==> src/rtl/elbeth_fetch_unit.sv <==
// elbeth_fetch_unit: instruction-fetch stage and IF/ID pipeline register for the ELBETH RV32I core.
//
// Generates the fetch PC and drives a valid/ready instruction-memory port. A one-entry skid buffer
// absorbs decode stalls, and branch/jump/trap redirects are handled through if_flush. The IF/ID
// register goes to the decoder pre-split into opcode and field slices.
//
// Ports:
//   clk, rst              core clock, synchronous active-high reset
//   id_stall              decode cannot accept; hold IF/ID
//   if_flush              redirect request
//   if_flush_target       redirect PC; bits [1:0] are ignored
//   imem_addr/valid       fetch request
//   imem_ready            request accepted; rdata/error are valid in the same cycle
//   imem_rdata/error      instruction word and access fault for the accepted beat
//   id_pc/valid           IF/ID PC and live flag
//   id_opcode, id_inst_*  instruction slices [6:0] [11:7] [14:12] [19:15] [24:20] [31:25]
//   id_fetch_error        IF/ID entry is an instruction-access fault
module elbeth_fetch_unit #(
  parameter logic [31:0] RESET_PC = 32'h0000_0200,
  parameter logic [31:0] NOP_INST = 32'h0000_0013
) (
  input  logic        clk,
  input  logic        rst,
  input  logic        id_stall,
  input  logic        if_flush,
  input  logic [31:0] if_flush_target,
  output logic [31:0] imem_addr,
  output logic        imem_valid,
  input  logic        imem_ready,
  input  logic [31:0] imem_rdata,
  input  logic        imem_error,
  output logic [31:0] id_pc,
  output logic        id_valid,
  output logic [6:0]  id_opcode,
  output logic [4:0]  id_inst_0,
  output logic [2:0]  id_inst_1,
  output logic [4:0]  id_inst_2,
  output logic [4:0]  id_inst_3,
  output logic [6:0]  id_inst_4,
  output logic        id_fetch_error
);

  typedef enum logic [1:0] {StBoot, StFetch, StHold} state_e;

  state_e      state_q, state_d;
  logic [31:0] pc_q, pc_d;
  logic        kill_q, kill_d;
  logic [31:0] redirect_pc_q, redirect_pc_d;
  // Skid entry; it is occupied exactly while in StHold.
  logic [31:0] skid_pc_q, skid_pc_d;
  logic [31:0] skid_inst_q, skid_inst_d;
  logic        skid_err_q, skid_err_d;
  // IF/ID register. id_inst_q already holds NOP_INST for bubbles and faults.
  logic [31:0] id_pc_q, id_pc_d;
  logic [31:0] id_inst_q, id_inst_d;
  logic        id_valid_q, id_valid_d;
  logic        id_err_q, id_err_d;

  logic        accept;
  logic [31:0] target;

  assign imem_valid = (state_q == StFetch);
  assign imem_addr  = pc_q;
  assign accept     = imem_valid && imem_ready;
  assign target     = if_flush_target & ~32'h3;

  always_comb begin
    state_d       = state_q;
    pc_d          = pc_q;
    kill_d        = kill_q;
    redirect_pc_d = redirect_pc_q;
    skid_pc_d     = skid_pc_q;
    skid_inst_d   = skid_inst_q;
    skid_err_d    = skid_err_q;
    id_pc_d       = id_pc_q;
    id_inst_d     = id_inst_q;
    id_valid_d    = id_valid_q;
    id_err_d      = id_err_q;

    if (if_flush) begin
      // Redirect beats a stall: IF/ID becomes a bubble and any skid entry is lost.
      id_valid_d = 1'b0;
      id_inst_d  = NOP_INST;
      id_err_d   = 1'b0;
      if (imem_valid && !imem_ready) begin
        // Address must stay stable until acceptance; drop that beat later instead.
        kill_d        = 1'b1;
        redirect_pc_d = target;
      end else begin
        pc_d    = target;
        kill_d  = 1'b0;
        state_d = StFetch;
      end
    end else begin
      unique case (state_q)
        StBoot: begin
          state_d = StFetch;
          if (!id_stall) begin
            id_valid_d = 1'b0;
            id_inst_d  = NOP_INST;
            id_err_d   = 1'b0;
          end
        end
        StFetch: begin
          if (accept && kill_q) begin
            pc_d   = redirect_pc_q;
            kill_d = 1'b0;
            if (!id_stall) begin
              id_valid_d = 1'b0;
              id_inst_d  = NOP_INST;
              id_err_d   = 1'b0;
            end
          end else if (accept) begin
            pc_d = pc_q + 32'd4;
            if (id_stall) begin
              skid_pc_d   = pc_q;
              skid_inst_d = imem_rdata;
              skid_err_d  = imem_error;
              state_d     = StHold;
            end else begin
              id_pc_d    = pc_q;
              id_inst_d  = imem_error ? NOP_INST : imem_rdata;
              id_err_d   = imem_error;
              id_valid_d = 1'b1;
            end
          end else if (!id_stall) begin
            id_valid_d = 1'b0;
            id_inst_d  = NOP_INST;
            id_err_d   = 1'b0;
          end
        end
        StHold: begin
          if (!id_stall) begin
            id_pc_d    = skid_pc_q;
            id_inst_d  = skid_err_q ? NOP_INST : skid_inst_q;
            id_err_d   = skid_err_q;
            id_valid_d = 1'b1;
            state_d    = StFetch;
          end
        end
        default: state_d = StBoot;
      endcase
    end
  end

  always_ff @(posedge clk) begin
    if (rst) begin
      state_q       <= StBoot;
      pc_q          <= RESET_PC;
      kill_q        <= 1'b0;
      redirect_pc_q <= RESET_PC;
      skid_pc_q     <= RESET_PC;
      skid_inst_q   <= NOP_INST;
      skid_err_q    <= 1'b0;
      id_pc_q       <= RESET_PC;
      id_inst_q     <= NOP_INST;
      id_valid_q    <= 1'b0;
      id_err_q      <= 1'b0;
    end else begin
      state_q       <= state_d;
      pc_q          <= pc_d;
      kill_q        <= kill_d;
      redirect_pc_q <= redirect_pc_d;
      skid_pc_q     <= skid_pc_d;
      skid_inst_q   <= skid_inst_d;
      skid_err_q    <= skid_err_d;
      id_pc_q       <= id_pc_d;
      id_inst_q     <= id_inst_d;
      id_valid_q    <= id_valid_d;
      id_err_q      <= id_err_d;
    end
  end

  assign id_pc          = id_pc_q;
  assign id_valid       = id_valid_q;
  assign id_fetch_error = id_err_q;
  assign id_opcode      = id_inst_q[6:0];
  assign id_inst_0      = id_inst_q[11:7];
  assign id_inst_1      = id_inst_q[14:12];
  assign id_inst_2      = id_inst_q[19:15];
  assign id_inst_3      = id_inst_q[24:20];
  assign id_inst_4      = id_inst_q[31:25];

endmodule

==> config.mk <==
export PLATFORM = sky130hd
export DESIGN_NAME = elbeth_fetch_unit
export DESIGN_NICKNAME = d
export VERILOG_FILES = /design/src/rtl/elbeth_fetch_unit.sv
export SDC_FILE = /design/constraint.sdc
export NUM_CORES = 1
export LEC_CHECK = 0
export CORE_UTILIZATION = 56
export CTS_CLUSTER_DIAMETER = 80
export CTS_CLUSTER_SIZE = 28
export DETAILED_ROUTE_END_ITERATION = 6
export GPL_TIMING_DRIVEN = 0
export PLACE_DENSITY = 0.94
export SLEW_MARGIN = 20
export SYNTH_ARGS = -nofsm -noshare
export SYNTH_HDL_FRONTEND = slang
export SYNTH_SLANG_ARGS = --single-unit
==> constraint.sdc <==
create_clock -name clk -period 3.6 [get_ports clk]
set_input_delay 0.54 -clock clk [delete_from_list [all_inputs] [get_ports clk]]
set_output_delay 0.54 -clock clk [all_outputs]
set_load 0.02 [all_outputs]
== Yosys cells after proc, flatten, opt, wreduce, memory -nomap -nowiden ==
Index checks and enable logic that the tools add are counted.

* Register bits after elaboration: 196
* Bits of input ports: 70
* Output and inout bits: 99

* Add/sub/neg operators: 1
* Equality and inequality tests: 12
* Muxes and demuxes: 40
* Bitwise logic cells: 2
* Reduce and logical (&&, ||, !) cells: 18

{| class="wikitable"
|+ Operator list
! operator !! count
|-
| $mux W32 || 16
|-
| $pmux W32 S3 || 1
|-
| $pmux W32 S2 || 1
|-
| $add A32 B3 Y32 const B || 1
|-
| $mux W1 || 13
|-
| $mux W2 || 6
|-
| $reduce_and A5 Y1 || 2
|-
| $ne A3 B3 Y1 const B || 3
|-
| $ne A2 B2 Y1 const B || 4
|-
| $pmux W1 S3 || 2
|-
| $pmux W2 S3 || 1
|-
| $reduce_and A3 Y1 || 2
|-
| $reduce_and A6 Y1 || 1
|-
| $reduce_bool A2 Y1 || 3
|-
| $reduce_bool A3 Y1 || 2
|-
| $ne A4 B3 Y1 const B || 1
|-
| $reduce_and A2 Y1 || 2
|-
| $logic_and A1 B1 Y1 || 3
|-
| $ne A3 B2 Y1 const B || 1
|-
| $eq A2 B1 Y1 const B || 1
|-
| $eq A2 B2 Y1 const B || 1
|-
| $logic_not A2 Y1 || 1
|-
| $ne A2 B1 Y1 const B || 1
|-
| $not A1 Y1 || 2
|-
| 2 further kinds || 2
|}

== Logic depth before layout (Yosys ltp) ==
Gate-level depths: netlist of run 1.

* Word-level depth: 6
* Mapped depth: 10
* Mapped depth without buffers: 7

== Worst setup path before layout of run 1 ==
OpenSTA, ideal clock, no wires.

* Kind: register -> register
* Start: reg state_q[1]
* End: reg id_pc_q[10] (netlist: id_pc[10])
* Library setup time: 86 ps
* Arrival: 2,021 ps
* Path slack: 1,494 ps
* Stages on the path, launching flop included: 9
* Path buffers: 2
* Cells stage by stage: dfxtp_1 inv_1 ha_1 buf_2 nand3b_1 a211oi_2 clkbuf_1 nor2_1 a211oi_1

* Cells in the longest elaborated chain, start to end: 5
* Elaborated cells on any way between the ends: 11

{| class="wikitable"
|+ RTL lines
! item !! RTL line !! text
|-
| from (decl) || 45 || <nowiki>state_e state_q, state_d;</nowiki>
|-
| from (signal assigned) || 148 || <nowiki>state_q <= StBoot;</nowiki>
|-
| from (signal assigned) || 160 || <nowiki>state_q <= state_d;</nowiki>
|-
| $eq A2 B1 Y1 * || 62 || <nowiki>assign imem_valid = (state_q == StFetch);</nowiki>
|-
| named net imem_valid || 28 || <nowiki>output logic imem_valid,</nowiki>
|-
| $logic_and A1 B1 Y1 || 64 || <nowiki>assign accept = imem_valid && imem_ready;</nowiki>
|-
| $logic_and A1 B1 Y1 || 105 || <nowiki>if (accept && kill_q) begin</nowiki>
|-
| $ne A2 B2 Y1 (no line) || n/a ||
|-
| $reduce_and A6 Y1 (no line) || n/a ||
|-
| to (signal assigned) || 167 || <nowiki>id_pc_q <= id_pc_d;</nowiki>
|-
| to (decl) || 54 || <nowiki>logic [31:0] id_pc_q, id_pc_d;</nowiki>
|}

Mark *: on every way through the listed nets, which the timed path passes. The rest lies on a longest branch.
A chain may end at the register's enable or synchronous reset.

== Worst setup path in the final report of run 1 ==
* Start: in imem_ready
* End: reg skid_inst_q[20]

* Cells in the longest elaborated chain, start to end: 4

{| class="wikitable"
|+ RTL lines
! item !! RTL line !! text
|-
| from (decl) || 29 || <nowiki>input logic imem_ready,</nowiki>
|-
| $logic_and A1 B1 Y1 * || 64 ||
|-
| $logic_and A1 B1 Y1 || 105 ||
|-
| $not A1 Y1 (no line) || n/a ||
|-
| $reduce_and A5 Y1 (no line) * || n/a ||
|-
| to (signal assigned) || 165 || <nowiki>skid_inst_q <= skid_inst_d;</nowiki>
|-
| to (decl) || 51 || <nowiki>logic [31:0] skid_inst_q, skid_inst_d;</nowiki>
|}

Mark *: on every way between the ends. The rest lies on a longest branch, timed or not.

==> metrics.cfg, run 1 <==
[outcome]
status = completed

[power_and_ir_drop]
p_leak_nw = 3.68
seq_power_share_pct = 46.0
combPwrFrac_pct = 15.3
switching_share_pct = 27.7
p_per_area_nw_per_um2 = 442
p_sw_mw = 1.36
peakVddDrop_mv = 0.419
internal_power_mw = 3.55
p_clk_share_pct = 38.7

[timing]
clock_skew_ps = 9.70
finalWorstPathRequiredPeriod_ps = 2740
period_share_pct = 76.0
setup_viol = 0
fin_setup_tns_ps = 0
max-slew-margin-rel_pct = 45.6
final-hold-violation-count = 0
maxSlewViolCount = 0
fmax_mhz = 366
tightest_slew_ps = 816
rsz0062_at_grt = no

[placement]
place.gp.congestion = 1.00
placed_area_um2 = 10500
hpwl_mm = 19.2
dp.cells = 1426
portBuffers = 160

[clocking]
cts_buffers = 17
cts_tree = done
cts-root-buf = clkbuf_16
ctsLongestPathBuffers = 2
clk_pin_slew_ps = 70
post_cts_buffers = 0
cts.htree.levels = 4
postCtsHoldBufs = 0
worstSkewPairLatency_ps = 450
cts.sinks = 190
cts_resized = 0

[floorplanning]
die_w_um = 126
rows = 45
start_util_pct = 57.2
die_h_um = 126
design.core.area_um2 = 15100
io_pins = 169
dieArea_um2 = 16000

[synthesis]
async_flop_share_pct = 0
syn_area_um2 = 8660
syn_inst = 1075
ys_ff_latch = 190
synth-edff-count = 0
syn_avg_cell_area_um2 = 8.06
synth_seq_area_share_pct = 43.9
synth_warnings = 0
ys_types = 70
synth_ff_type = dfxtp_1

[critical_path]
startpoint_type = primary input
crit_slowest_cell = nor3_2
regToRegStartpoint = state_q[1]$_SDFFE_PP0P_
cp_top_family = buffers and inverters
critPathMaxFanout = 10
crit_start = imem_ready
crit_top_cell = clkbuf_1
endpoint_kind = flop
cp_cell_sequence = clkdlybuf4s50_1, clkbuf_1, nand3b_1, nor3_2, clkbuf_1, nand2_1, a21oi_1
worstPathArrival_ps = 3100
critical_path_class = in2reg
worstPathRequired_ps = 3960
path_buf_inv = 3
slowest_delay_ps = 630

[drt]
via_per_inst = 6.26
wire_per_inst_um = 18.8
num_vias = 9123
wl_mm = 27.5
drtIter0Drc = 1400
antenna_left = 0
drc_errors = 0
firstDrtPassIters = 7

[global_route]
grt_use_total_pct = 34.0
grt.overflow.total = 0
grt_pass1_vias = 8297
antenna_found_initial = 0
grt_max_degree = 17
grt_pass1_wl_mm = 42.6

[layout]
syn2layout_area_growth_pct = 28.1
drive_above_1_share_pct = 5.35
fin_area_um2 = 11100
final_cells = 1458
layout_common_cells = nand2_1, dfxtp_1, clkdlybuf4s50_1
mostFrequentLayoutCell = nand2_1
antennaDiodeCount = 0
nNetsFinal = 1332
fillers = 1035

[hold_path]
hp-class = reg2reg
holdCritStartpoint = skid_inst_q[27]$_SDFFE_PP0P_

[run]
maxCapViolations = 0

-- final cells by class --
| type | instances | area, µm² | share of cell area [%] |
|---|---|---|---|
| repair buffers | 160 | 1600 | 14.4 |
| plain buffers | 97 | 490 | 4.42 |
| multi-input cells | 779 | 4340 | 39.1 |
| well taps | 188 | 235 | 2.12 |
| clock buffers | 20 | 457 | 4.11 |
| flip-flops and latches | 190 | 3800 | 34.3 |
| inverters | 12 | 45.0 | 0.406 |
| clock inverters | 12 | 134 | 1.21 |
-- worst min-delay path, cell delays in order (launching register included) --
cell and delay (ps):
dfxtp_1 310, nand2_1 50, a21oi_1 50
-- flip-flops by register name, summed over array words and instances (netlist names), 2 cells and up --
signal         count
id_inst_q         32
skid_inst_q       32
id_pc             30
imem_addr         30
redirect_pc_q     30
skid_pc_q         30
state_q            2
-- path summary, 6_finish.rpt --
check                                                    end  slack (ps)  cells after the start
worst max-delay path            skid_inst_q[20]$_SDFFE_PP0P_         860                      7
worst min-delay path            skid_inst_q[27]$_SDFFE_PP0P_         460                      2
worst max register to register  skid_inst_q[20]$_SDFFE_PP0P_         880                      8
worst min register to register  skid_inst_q[27]$_SDFFE_PP0P_         460                      2
-- power by group through the flow --
| stage | Clock [mW] | Sequential [mW] | Combinational, mW |
|---|---|---|---|
| 2_1_floorplan | 0 | 2.33 | 0.367 |
| 3_3_place_gp | 0 | 2.30 | 0.705 |
| 3_5_place_dp | 0 | 2.30 | 0.719 |
| 4_1_cts | 1.89 | 2.26 | 0.728 |
| 5_1_grt | 1.98 | 2.27 | 0.790 |
| 6_report | 1.90 | 2.26 | 0.750 |
-- metrics by stage --
step	util, %	power (mW)	setup slack, ps	hold slack [ps]
after floorplan	-	2.70	1490	432
after global placement	69.4	3.00	537	440
after detailed placement	69.4	3.02	434	447
after CTS	73.3	4.87	914	457
after global routing	73.3	5.03	694	469
final	73.3	4.91	864	455
-- synthesized netlist by cell type, drive strengths merged (18+ instances only) --
| library cell | instances | share of area (%) |
|---|---|---|
| nand3 | 19 | 1.2 |
| nor3 | 18 | 1.2 |
| a21oi | 126 | 7.3 |
| nor2 | 88 | 3.8 |
| dfxtp | 190 | 44 |
| a211oi | 43 | 3.8 |
| a22oi | 30 | 2.6 |
| a2bb2oi | 29 | 2.9 |
| o21ai | 51 | 2.9 |
| clkbuf | 77 | 3.9 |
| mux2i | 32 | 3.7 |
| nand2 | 228 | 9.9 |
| buf | 20 | 1.7 |
-- metal layers --
metal,wire (µm),track usage [%]
met5,0,0
met4,1360,19.7
met3,3010,7.34
met2,12400,52.3
met1,10700,44.1
-- cells by family after synthesis --
| logic type | after synthesis | share of synthesized area [%] |
|---|---|---|
| simple gates | 404 | 20.4 |
| compound gates | 327 | 24.3 |
| flops | 190 | 43.9 |
| buf+inv | 109 | 6.18 |
| mux | 33 | 3.83 |
| xor+xnor | 6 | 0.607 |
| fa+ha+maj | 5 | 0.722 |
| other cells | 1 | 0.0433 |
Power figures use the tool's default switching activity.
==> inputs of run 2 (changes only) <==
--- a/config.mk
+++ b/config.mk
@@ -5,12 +5,12 @@
 export SDC_FILE = /design/constraint.sdc
 export NUM_CORES = 1
 export LEC_CHECK = 0
-export CORE_UTILIZATION = 56
+export CORE_UTILIZATION = 47
 export CTS_CLUSTER_DIAMETER = 80
 export CTS_CLUSTER_SIZE = 28
 export DETAILED_ROUTE_END_ITERATION = 6
 export GPL_TIMING_DRIVEN = 0
-export PLACE_DENSITY = 0.94
+export PLACE_DENSITY = 0.85
 export SLEW_MARGIN = 20
 export SYNTH_ARGS = -nofsm -noshare
 export SYNTH_HDL_FRONTEND = slang
==> constraint.sdc (replaced) <==
create_clock -name clk -period 2.5 [get_ports clk]
set_input_delay 0.375 -clock clk [delete_from_list [all_inputs] [get_ports clk]]
set_output_delay 0.375 -clock clk [all_outputs]
set_load 0.02 [all_outputs]
==> metrics.cfg, run 2 (synthesis gave the netlist of run 1 again) <==
[global_route]
grt_use_total_pct = 29.1
antenna_found_initial = 0
grt_pass1_wl_mm = 42.5
grt.overflow.total = 0
grt_max_degree = 17
grt_pass1_vias = 8313

[timing]
fmax_mhz = 410
setup_viol = 0
rsz0062_at_grt = yes
period_share_pct = 97.5
final-hold-violation-count = 0
clock_skew_ps = 10.3
maxSlewViolCount = 0
fin_ws_ps = 61.5
finalWorstPathRequiredPeriod_ps = 2440
max-slew-margin-rel_pct = 47.6
tightest_slew_ps = 786

[drt]
num_vias = 8992
wl_mm = 27.5
antenna_left = 0
via_per_inst = 5.97
wire_per_inst_um = 18.3
firstDrtPassIters = 6
drtIter0Drc = 1082
drc_errors = 0

[critical_path]
critPathMaxFanout = 10
startpoint_type = primary input
cp_top_family = buffers and inverters
cp_cell_sequence = clkdlybuf4s50_1, clkbuf_1, and3b_1, clkbuf_1, nand3_1, clkbuf_1, nand2_1, a21oi_1
worstPathRequired_ps = 2810
critical_path_class = in2reg
crit_slowest_cell = clkdlybuf4s50_1
slowest_delay_ps = 510
crit_top_cell = clkbuf_1
endpoint_kind = flop
path_buf_inv = 4
worstPathArrival_ps = 2750

[clocking]
worstSkewPairLatency_ps = 440
cts.sinks = 190
cts_tree = done
ctsLongestPathBuffers = 2
cts-root-buf = clkbuf_16
postCtsHoldBufs = 0
cts.htree.levels = 4
cts_buffers = 17
clk_pin_slew_ps = 70

[layout]
nNetsFinal = 1339
syn2layout_area_growth_pct = 29.6
layout_common_cells = nand2_1, dfxtp_1, clkdlybuf4s50_1
reg_top3 = id_inst_q: 32 flops, skid_inst_q: 32 flops
final_util_pct = 62.3
antennaDiodeCount = 0
mostFrequentLayoutCell = nand2_1
drive_above_1_share_pct = 6.66

[floorplanning]
dieArea_um2 = 19000
die_w_um = 138
io_pins = 169
start_util_pct = 48.1
rows = 49
design.core.area_um2 = 18000
die_h_um = 138

[placement]
portBuffers = 160
place.gp.congestion = 0.931
hpwl_mm = 19.6
dp_slack_ps = -525

[power_and_ir_drop]
p_leak_nw = 3.75
peakVddDrop_mv = 0.528
power_mw = 7.05
p_per_area_nw_per_um2 = 628

[outcome]
status = completed

[run]
maxCapViolations = 0

[hold_path]
hp-class = in2reg

==> run 2: changes by cell type in the layout (fill, tap and decap cells not counted), sizes merged <==
| cell | before | now |
|---|---|---|
| inv | 15 | 13 |
| clkinv | 5 | 3 |
| buf | 20 | 26 |
| clkbuf | 97 | 102 |
==> run 2: final cells by class <==
| type | instances | area [µm²] |
|---|---|---|
| buffer | 97 | 508 |
| inverter | 12 | 45.0 |
| multi-input combinational | 779 | 4350 |
| timing repair buffer | 167 | 1650 |
| sequential | 190 | 3800 |
| fill | 1515 | 6800 |
| tap | 229 | 287 |
| clock buffer | 24 | 472 |
| clock inverter | 8 | 106 |
==> run 2: timing repair <==
action                                  4_1_cts  5_1_grt
endpoints found under the setup margin       90       37
setup buffers                                 7        0
resized for setup                             6       19
pin swaps                                     1        0
==> run 2: worst paths after layout <==
| path | from | end | slack, ps | cells past startpoint |
|---|---|---|---|---|
| hold / removal | rst | kill_q$_SDFFE_PP0P_ | 320 | 3 |
| setup / recovery | imem_ready | skid_inst_q[8]$_SDFFE_PP0P_ | 60 | 8 |
| setup reg to reg | state_q[1]$_SDFFE_PP0P_ | imem_addr[7]$_SDFFE_PP0P_ | 130 | 8 |
| hold reg to reg | skid_pc_q[20]$_SDFFE_PP0P_ | skid_pc_q[20]$_SDFFE_PP0P_ | 460 | 2 |
==> run 2: where the power goes <==
| group | switching (mW) | leakage [nW] | internal, mW |
|---|---|---|---|
| clock | 1.17 | 0.275 | 1.53 |
| combinational | 0.627 | 1.94 | 0.460 |
| sequential | 0.131 | 1.54 | 3.13 |
| total | 1.93 | 3.75 | 5.12 |
==> run 2: metal layers <==
layer / routed length, µm / vias up / global-route usage [%]
met4: 987 / 0 / 13.0
met1: 11300 / 4152 / 38.8
li1: - / 4180 / -
met2: 12400 / 571 / 45.0
met3: 2850 / 89 / 6.29
met5: 0 / - / 0
==> run 2: stage by stage <==
stage / TNS, ps / hold WS (ps) / area [µm²] / std cells
2_1_floorplan: 0 / 432 / 8670 / 1078
3_3_place_gp: -47810 / 441 / 10600 / 1467
3_5_place_dp: -53820 / 446 / 10600 / 1467
4_1_cts: 0 / 303 / 11200 / 1506
5_1_grt: -29.9 / 326 / 11200 / 1506
6_report: 0 / 323 / 11200 / 1506
==> run 2: tightest hold or removal path, delay by kind of cell <==
family / cells / cell delay (ps)
compound gates: 1 / 100
buf+inv: 1 / 150
simple gates: 1 / 80
==> inputs of run 3 (changes only) <==
--- a/config.mk
+++ b/config.mk
@@ -10,6 +10,7 @@
 export CTS_CLUSTER_SIZE = 28
 export DETAILED_ROUTE_END_ITERATION = 6
 export GPL_TIMING_DRIVEN = 0
+export MAX_ROUTING_LAYER = met4
 export PLACE_DENSITY = 0.85
 export SLEW_MARGIN = 20
 export SYNTH_ARGS = -nofsm -noshare
==> metrics.cfg, run 3 (synthesis gave the netlist of run 1 again) <==
[placement]
place.gp.congestion = 0.945
dp_slack_ps = -528
hpwl_mm = 19.7
portBuffers = 160

[clocking]
cts-root-buf = clkbuf_16
cts.sinks = 190
clk_pin_slew_ps = 70
cts.htree.levels = 4
postCtsHoldBufs = 0
worstSkewPairLatency_ps = 440
cts_buffers = 17
ctsLongestPathBuffers = 2
cts_tree = done

[power_and_ir_drop]
switching_share_pct = 26.9
power_mw = 7.19
seq_power_share_pct = 45.3
p_sw_mw = 1.94
peakVddDrop_mv = 0.494
internal_power_mw = 5.25
p_leak_nw = 3.78
p_clk_share_pct = 39.7
combPwrFrac_pct = 15.0
p_per_area_nw_per_um2 = 638

[timing]
finalWorstPathRequiredPeriod_ps = 2420
setup_viol = 0
max-slew-margin-rel_pct = 45.0
clock_skew_ps = 6.53
final-hold-violation-count = 0
rsz0062_at_grt = no
tightest_slew_ps = 825
period_share_pct = 97.0
fin_setup_tns_ps = 0
fin_ws_ps = 75.3
fmax_mhz = 412
maxSlewViolCount = 0

[floorplanning]
die_w_um = 138
design.core.area_um2 = 18000
die_h_um = 138
dieArea_um2 = 19000
rows = 49
start_util_pct = 48.1
io_pins = 169

[layout]
nNetsFinal = 1337
antennaDiodeCount = 0
layout_common_cells = nand2_1, dfxtp_1, clkdlybuf4s50_1
syn2layout_area_growth_pct = 30.1
drive_above_1_share_pct = 6.98
reg_top3 = id_inst_q: 32 flops, skid_inst_q: 32 flops
mostFrequentLayoutCell = nand2_1

[global_route]
busiest_layer = met2
grt_use_total_pct = 29.9
use_met2_pct = 44.8
grtUsageMet1_pct = 39.2
grt.overflow.total = 0
antenna_found_initial = 0
grt_pass1_vias = 8202
grt_pass1_wl_mm = 42.3
use_met3_pct = 6.51
grt_max_degree = 17

[critical_path]
worstPathArrival_ps = 2710
startpoint_type = primary input
endpoint_kind = flop
critical_path_class = in2reg
worstPathRequired_ps = 2790
critPathMaxFanout = 10

[drt]
wl_mm = 27.1
drtIter0Drc = 891
drc_errors = 0
firstDrtPassIters = 7
num_vias = 8887
via_per_inst = 5.91
wire_per_inst_um = 18.0
antenna_left = 0

[hold_path]
hp-class = in2reg

[run]
maxCapViolations = 0

[outcome]
status = completed

-- run 3: final timing paths --
kind / from / endpoint / slack [ps] / depth (start not counted)
setup reg to reg: state_q[1]$_SDFFE_PP0P_ / imem_addr[26]$_SDFFE_PP0P_ / 110 / 8
setup / recovery: imem_ready / skid_pc_q[9]$_SDFFE_PP1P_ / 80 / 8
hold reg to reg: skid_pc_q[15]$_SDFFE_PP0P_ / skid_pc_q[15]$_SDFFE_PP0P_ / 450 / 2
hold / removal: rst / kill_q$_SDFFE_PP0P_ / 340 / 3
-- run 3: area by class of cell --
| type | instances | area (µm²) |
|---|---|---|
| buffer | 97 | 510 |
| clock buffer | 21 | 470 |
| clock inverter | 11 | 153 |
| fill | 1524 | 6760 |
| inverter | 12 | 45.0 |
| multi-input combinational | 779 | 4350 |
| sequential | 190 | 3800 |
| tap | 229 | 287 |
| timing repair buffer | 165 | 1650 |
-- run 3: worst max-delay path, stage by stage --
cell,delay (ps)
clkdlybuf4s50_1,500
clkbuf_1,320
and3b_1,210
clkbuf_1,260
nand3_1,430
clkbuf_1,380
nand2_1,150
nand3_1,80
-- run 3: power groups by stage --
stage	Sequential (mW)	Clock (mW)	Combinational, mW
after floorplan	3.36	0	0.528
after global placement	3.31	0	1.03
after detailed placement	3.32	0	1.04
after CTS	3.25	2.87	1.06
after global routing	3.26	3.01	1.15
final	3.26	2.85	1.08
-- run 3: timing repair --
action / CTS / global route
hold endpoints to repair: 0 / 0
setup endpoints to repair: 90 / 81
resized for setup: 5 / 25
pin swaps: 2 / 0
buffers inserted: 5 / 0
-- run 3: metal layers --
| layer | vias up | share of wire (%) |
|---|---|---|
| li1 | 4165 | - |
| met1 | 4166 | 42 |
| met2 | 490 | 46 |
| met3 | 66 | 9.9 |
| met4 | 0 | 2.9 |
| met5 | - | 0 |
-- run 3: per-stage QoR --
step                util [%]  std cells  hold slack, ps  area, µm²
detailed placement      58.6       1467             446      10600
CTS                     62.4       1504             320      11300
global placement        58.6       1467             439      10600
finish                  62.5       1504             340      11300
floorplan                  -       1078             432       8670
global route            62.5       1504             338      11300
